**config.mk**
```make
export PLATFORM = sky130hd
export DESIGN_NAME = eth_rx_frame_ctrl
export DESIGN_NICKNAME = d
export VERILOG_FILES = /design/src/rtl/eth_pkg.sv /design/src/rtl/eth_crc32_d8.sv /design/src/rtl/eth_rx_frame_ctrl.sv
export SDC_FILE = /design/constraint.sdc
export NUM_CORES = 1
export LEC_CHECK = 0
export CAP_MARGIN = 10
export CORE_AREA = 2 2 132 134
export CTS_CLUSTER_DIAMETER = 30
export CTS_CLUSTER_SIZE = 20
export DETAILED_ROUTE_END_ITERATION = 8
export DIE_AREA = 0 0 134 136
export GPL_TIMING_DRIVEN = 0
export HOLD_SLACK_MARGIN = 0.08
export MAX_ROUTING_LAYER = met4
export PLACE_DENSITY = 0.85
export SLEW_MARGIN = 15
export SYNTH_ARGS = -nofsm -noshare
export SYNTH_HDL_FRONTEND = slang
export SYNTH_SLANG_ARGS = --single-unit
export TNS_END_PERCENT = 10
```
**constraint.sdc**
```tcl
create_clock -name clk_125 -period 4.7 [get_ports clk_125]
set_clock_uncertainty 0.15 [all_clocks]
set_input_delay 0.94 -clock clk_125 [delete_from_list [all_inputs] [get_ports clk_125]]
set_output_delay 0.94 -clock clk_125 [all_outputs]
set_load 0.02 [all_outputs]
```
**src/rtl/eth_pkg.sv**
```systemverilog
// Shared Ethernet RX constants, FSM state encodings and the CRC-32 parameters
// used by the frame controller and its CRC helper.
package eth_pkg;

    localparam logic [7:0]  ETH_PREAMBLE  = 8'h55;
    localparam logic [7:0]  ETH_SFD       = 8'hD5;
    localparam logic [31:0] CRC32_POLY    = 32'hEDB88320;
    localparam logic [31:0] CRC32_INIT    = 32'hFFFFFFFF;
    localparam logic [31:0] CRC32_RESIDUE = 32'hDEBB20E3;
    localparam logic [47:0] MAC_BCAST     = 48'hFFFF_FFFF_FFFF;

    typedef logic [2:0] rx_state_t;

    localparam logic [2:0] ST_WAIT_IDLE = 3'd0;
    localparam logic [2:0] ST_IDLE      = 3'd1;
    localparam logic [2:0] ST_PREAMBLE  = 3'd2;
    localparam logic [2:0] ST_DATA      = 3'd3;
    localparam logic [2:0] ST_DROP      = 3'd4;

endpackage

```
**src/rtl/eth_crc32_d8.sv**
```systemverilog
// Combinational next-state of the reflected Ethernet CRC-32, one byte per call;
// the CRC register itself lives in the caller.
module eth_crc32_d8
    import eth_pkg::*;
(
    input  logic [31:0] crc_in,
    input  logic [7:0]  data,
    output logic [31:0] crc_out
);

    // LSB-first bit-serial update unrolled over the eight data bits
    always_comb begin
        crc_out = crc_in;
        for (int i = 0; i < 8; i++) begin
            crc_out = (crc_out >> 1) ^ ((crc_out[0] ^ data[i]) ? CRC32_POLY : 32'h0);
        end
    end

endmodule

```
**src/rtl/eth_rx_frame_ctrl.sv**
```systemverilog
// RGMII RX byte-stream framer: strips preamble/SFD, filters on destination MAC,
// checks length and CRC-32, withholds the FCS and counts good/bad/filtered frames.
module eth_rx_frame_ctrl
    import eth_pkg::*;
#(
    parameter logic [47:0] MAC_ADDR     = 48'h02_00_00_00_00_01,
    parameter int          MIN_PREAMBLE = 1,
    parameter int          MIN_FRAME    = 64,
    parameter int          MAX_FRAME    = 1518
) (
    input  logic        clk_125,
    input  logic        rst_n,
    input  logic [7:0]  rx_data,
    input  logic        rx_dv,
    input  logic        rx_er,
    input  logic        promisc,
    output logic [7:0]  m_tdata,
    output logic        m_tvalid,
    output logic        m_tlast,
    output logic        m_tuser,
    output logic [31:0] cnt_good,
    output logic [31:0] cnt_bad,
    output logic [31:0] cnt_filt
);

    localparam logic [3:0]  MIN_PRE = 4'(MIN_PREAMBLE);
    localparam logic [10:0] MIN_LEN = 11'(MIN_FRAME);
    localparam logic [10:0] MAX_LEN = 11'(MAX_FRAME);

    rx_state_t       state;
    logic [3:0]      pre_cnt;
    logic [10:0]     len;
    logic [31:0]     crc;
    logic [31:0]     crc_next;
    logic            err;
    logic [4:0][7:0] dline;
    logic [47:0]     dst;
    logic            mac_pass;
    logic            end_bad;

    eth_crc32_d8 u_crc (
        .crc_in  (crc),
        .data    (rx_data),
        .crc_out (crc_next)
    );

    // Bytes 0..4 sit in the delay line while byte 5 is on the wire
    assign dst      = {dline[4], dline[3], dline[2], dline[1], dline[0], rx_data};
    assign mac_pass = promisc || (dst == MAC_ADDR) || (dst == MAC_BCAST);
    assign end_bad  = (crc != CRC32_RESIDUE) || err || (len < MIN_LEN);

    always_ff @(posedge clk_125 or negedge rst_n) begin
        if (!rst_n) begin
            state    <= ST_WAIT_IDLE;
            pre_cnt  <= '0;
            len      <= '0;
            crc      <= CRC32_INIT;
            err      <= 1'b0;
            dline    <= '0;
            m_tdata  <= '0;
            m_tvalid <= 1'b0;
            m_tlast  <= 1'b0;
            m_tuser  <= 1'b0;
            cnt_good <= '0;
            cnt_bad  <= '0;
            cnt_filt <= '0;
        end else begin
            m_tdata  <= '0;
            m_tvalid <= 1'b0;
            m_tlast  <= 1'b0;
            m_tuser  <= 1'b0;
            case (state)
                ST_WAIT_IDLE: begin
                    if (!rx_dv) state <= ST_IDLE;
                end
                ST_IDLE: begin
                    if (rx_dv) begin
                        if (rx_data == ETH_PREAMBLE) begin
                            state   <= ST_PREAMBLE;
                            pre_cnt <= 4'd1;
                        end else begin
                            state    <= ST_DROP;
                            cnt_filt <= cnt_filt + 32'd1;
                        end
                    end
                end
                ST_PREAMBLE: begin
                    if (!rx_dv) begin
                        state    <= ST_IDLE;
                        cnt_filt <= cnt_filt + 32'd1;
                    end else if (rx_data == ETH_PREAMBLE) begin
                        if (pre_cnt != 4'hF) pre_cnt <= pre_cnt + 4'd1;
                    end else if (rx_data == ETH_SFD && pre_cnt >= MIN_PRE) begin
                        state <= ST_DATA;
                        crc   <= CRC32_INIT;
                        len   <= '0;
                        err   <= 1'b0;
                    end else begin
                        state    <= ST_DROP;
                        cnt_filt <= cnt_filt + 32'd1;
                    end
                end
                ST_DATA: begin
                    if (!rx_dv) begin
                        state <= ST_IDLE;
                        if (len < 11'd6) begin
                            cnt_bad <= cnt_bad + 32'd1;
                        end else begin
                            m_tdata  <= dline[4];
                            m_tvalid <= 1'b1;
                            m_tlast  <= 1'b1;
                            m_tuser  <= end_bad;
                            if (end_bad) cnt_bad  <= cnt_bad + 32'd1;
                            else         cnt_good <= cnt_good + 32'd1;
                        end
                    end else if (len == 11'd5 && !mac_pass) begin
                        state    <= ST_DROP;
                        cnt_filt <= cnt_filt + 32'd1;
                    end else if (len == MAX_LEN) begin
                        // Giant: close the frame on the held byte and discard the rest
                        m_tdata  <= dline[4];
                        m_tvalid <= 1'b1;
                        m_tlast  <= 1'b1;
                        m_tuser  <= 1'b1;
                        cnt_bad  <= cnt_bad + 32'd1;
                        state    <= ST_DROP;
                    end else begin
                        if (len >= 11'd5) begin
                            m_tdata  <= dline[4];
                            m_tvalid <= 1'b1;
                        end
                        crc   <= crc_next;
                        err   <= err | rx_er;
                        dline <= {dline[3:0], rx_data};
                        if (len != 11'h7FF) len <= len + 11'd1;
                    end
                end
                ST_DROP: begin
                    if (!rx_dv) state <= ST_IDLE;
                end
                default: state <= ST_WAIT_IDLE;
            endcase
        end
    end

endmodule

```
==> results.sh <==
export IMPL_reg2reg_depth=9
export IMPL_post_route_util=0.715
export IMPL_synth_fp_nets=908
export IMPL_drt_iter0_markers=394
export IMPL_fp_dieW_um=134
export IMPL_synth_flop_cell="dfrtp_1"
export IMPL_postSynthAreaPerCell_um2=11.3
export IMPL_intPower_mw=3.57
export IMPL_start_util=0.594
export IMPL_layout_min_cycle_time_ns=4.13
export IMPL_vias_per_cell=5.82
export IMPL_crit_start="rx_data[3]"
export IMPL_stdcell_count=1263
export IMPL_p_seq_frac=0.404
export IMPL_cts_max_path_buffers=2
export IMPL_hold_viol=0
export IMPL_crit_arrival_ns=4.29
export IMPL_p_per_area_mw_per_mm2=453
export IMPL_p_sw_frac=0.345
export IMPL_criticalPathCategory="in -> reg"
export IMPL_final_fill_count=1198
export IMPL_post_drt_wl_per_cell_um=17.4
export IMPL_maxSlewHeadroom=0.278
export IMPL_power_frac_comb=0.353
export IMPL_postSynthCellCount=886
export IMPL_routed_wl_um=22000
export IMPL_clkSlewWorstSetupHoldPaths_ns=0.07
export IMPL_synth_edff_count=0
export IMPL_grt_pass1_vias=7248
export IMPL_dp_cells=1231
export IMPL_clk_latency_ns=0.44
export IMPL_chipHeight_um=136
export IMPL_synth_seq_cells=198
export IMPL_post_synth_num_cell_types=69
export IMPL_pin_count=120
export IMPL_netlist_area_mm2=0.0100
export IMPL_fp_dieArea_mm2=0.0182
export IMPL_gp_congestion=0.877
export IMPL_hp_class="in -> async"
export IMPL_status="complete, no violations"
export IMPL_hold_buffers=0
export IMPL_antenna_cells=0
export IMPL_cts_resized=0
export IMPL_cts_max_level=4
export IMPL_syn2layout_area_growth_pct=20.4
export IMPL_core_mm2=0.0169
export IMPL_p_clk_frac=0.243
export IMPL_fmax_mhz=242
export IMPL_cap_violations=0
export IMPL_port_buffers=118
export IMPL_gr_total_overflow=0
export IMPL_reg2reg_to="dline[3]"
export IMPL_worstReg2RegStart="pre_cnt[0]"
export IMPL_drc=0
export IMPL_cts_tree="yes"
export IMPL_critPathLaunchType="input pin"
export IMPL_timing_final_ws_setup_ns=0.571
export IMPL_root_buffer="clkbuf_16"
export IMPL_cts_sinks=198
export IMPL_placed_area_mm2=0.0115
export IMPL_grt_pass1_wl_um=36300
export IMPL_antenna_found_initial=0
export IMPL_drv_slew=0
export IMPL_post_cts_buffers=0
export IMPL_row_count=48
export IMPL_required_ns=4.86
export IMPL_ys_seq_area_frac=0.499
export IMPL_vias=7350
export IMPL_drive_above_1_share=0.124
export IMPL_ir_worst_vdd_mv=0.354
export IMPL_dp_slack_ns=0.218
export IMPL_cts_made_buffers=17
export IMPL_worst_pin_slew_ns=1.07
export IMPL_grt_start_max_net_pins=89
export IMPL_fin_area_mm2=0.0121
export IMPL_dp_hpwl_um=15700
export IMPL_crit_path_end_kind="register"
export IMPL_yosysWarnings=0
export IMPL_grt_setup_unrepaired="no"
export IMPL_finalNetCount=1047
export IMPL_p_leak_nw=5.20
export IMPL_first_pass_iters=5
export IMPL_crit_fanout=10
export IMPL_p_sw_mw=1.89
export IMPL_grt_use_total=0.259
export IMPL_async_flop_share=1.00
export IMPL_postRouteAntennaNets=0
export IMPL_rrSetupSlack_ns=1.46
export IMPL_setup_violations=0
export IMPL_fin_crit_sh=0.879
-- layout by cell type, fill, tap and decap left out, drive strengths merged, types with 3 or more instances in the layout --
cell type,n
a21oi,4
a2bb2oi,3
a31oi,4
and2,16
and3,21
and4,12
buf,17
clkbuf,32
clkdlybuf4s50,117
clkinv,6
dfrtp,166
dfstp,32
ha,9
inv,19
mux2,64
nand2,68
nand3,43
nand4,39
nand4b,5
nor2,38
nor3,33
nor3b,5
nor4,32
nor4b,7
o211ai,4
o21a,3
o21ai,20
o31ai,11
or3,4
or4,7
xnor2,102
xor2,65
-- routing by layer --
metal / track usage / part of all wire / vias to the layer above
li1: - / - / 3459
met1: 0.338 / 0.45 / 3643
met2: 0.408 / 0.48 / 212
met3: 0.0481 / 0.045 / 36
met4: 0.0969 / 0.024 / 0
met5: - / 0 / -
-- how the worst max path moves through the flow --
stage | endpoint
final | dline[3]
after global routing | dline[3]
after CTS | dline[3]
after detailed placement | dline[3]
after global placement | cnt_filt[0]
after floorplan | dline[0]
-- worst max-delay path: stages --
cell	delay [ns]
clkdlybuf4s50_1	0.59
or3_1	0.49
nor4_2	0.61
and2_1	0.31
o21ai_2	0.19
nor3_4	0.56
buf_6	0.24
mux2_1	0.35
-- through the flow --
stage / hold slack, ns / power [mW] / setup TNS (ns)
finish: 0.264 / 5.46 / 0
global route: 0.285 / 5.76 / 0
CTS: 0.267 / 5.47 / 0
detailed placement: 0.320 / 4.13 / 0
global placement: 0.310 / 4.07 / -992.96
floorplan: 0.306 / 3.65 / 0
-- cells by family after synthesis --
| logic type | count (synthesis) | synth area share |
|---|---|---|
| flops | 198 | 0.499 |
| simple gates | 343 | 0.201 |
| xor+xnor | 169 | 0.153 |
| compound gates | 61 | 0.0427 |
| fa+ha+maj | 9 | 0.0112 |
| buf+inv | 41 | 0.0206 |
| mux | 65 | 0.0729 |
-- power groups by stage --
stage	Sequential, mW	Combinational [mW]	Clock [mW]
6_report	2.21	1.93	1.33
5_1_grt	2.23	2.09	1.43
4_1_cts	2.20	1.92	1.34
3_5_place_dp	2.23	1.90	0
3_3_place_gp	2.22	1.85	0
2_1_floorplan	2.21	1.44	0
-- final cells by class --
cell class | count | area [um^2] | share of cell area
Sequential cell | 198 | 4990 | 0.414
Buffer | 25 | 146 | 0.0121
Clock buffer | 21 | 450 | 0.0373
Inverter | 16 | 60.1 | 0.00498
Clock inverter | 11 | 75.1 | 0.00622
Tap cell | 225 | 282 | 0.0233
Multi-Input combinational cell | 647 | 4820 | 0.399
Timing Repair Buffer | 120 | 1240 | 0.103
-- flip-flops by register name, summed over array words and instances, names as in the netlist --
| register | count |
|---|---|
| crc | 32 |
| dline | 40 |
| m_tlast | 1 |
| err | 1 |
| pre_cnt | 4 |
| cnt_filt | 32 |
| state | 3 |
| cnt_bad | 32 |
| m_tvalid | 1 |
| cnt_good | 32 |
| len | 11 |
| m_tuser | 1 |
| m_tdata | 8 |
-- synth_stat cells, types with 11 or more instances --
cell type / instances / area share
and2_1: 16 / 0.010
and3_1: 21 / 0.013
and4_1: 12 / 0.010
clkbuf_1: 11 / 0.0041
dfrtp_1: 166 / 0.41
dfstp_2: 32 / 0.084
inv_1: 16 / 0.0060
mux2_1: 35 / 0.039
mux2_2: 29 / 0.033
nand2_1: 68 / 0.025
nand3_1: 43 / 0.021
nand4_1: 39 / 0.024
nor2_1: 37 / 0.014
nor3_1: 30 / 0.015
nor4_1: 27 / 0.017
o21ai_0: 18 / 0.0090
o31ai_1: 11 / 0.0082
xnor2_1: 100 / 0.087
xor2_1: 64 / 0.056
Power figures use the tool's default switching activity.
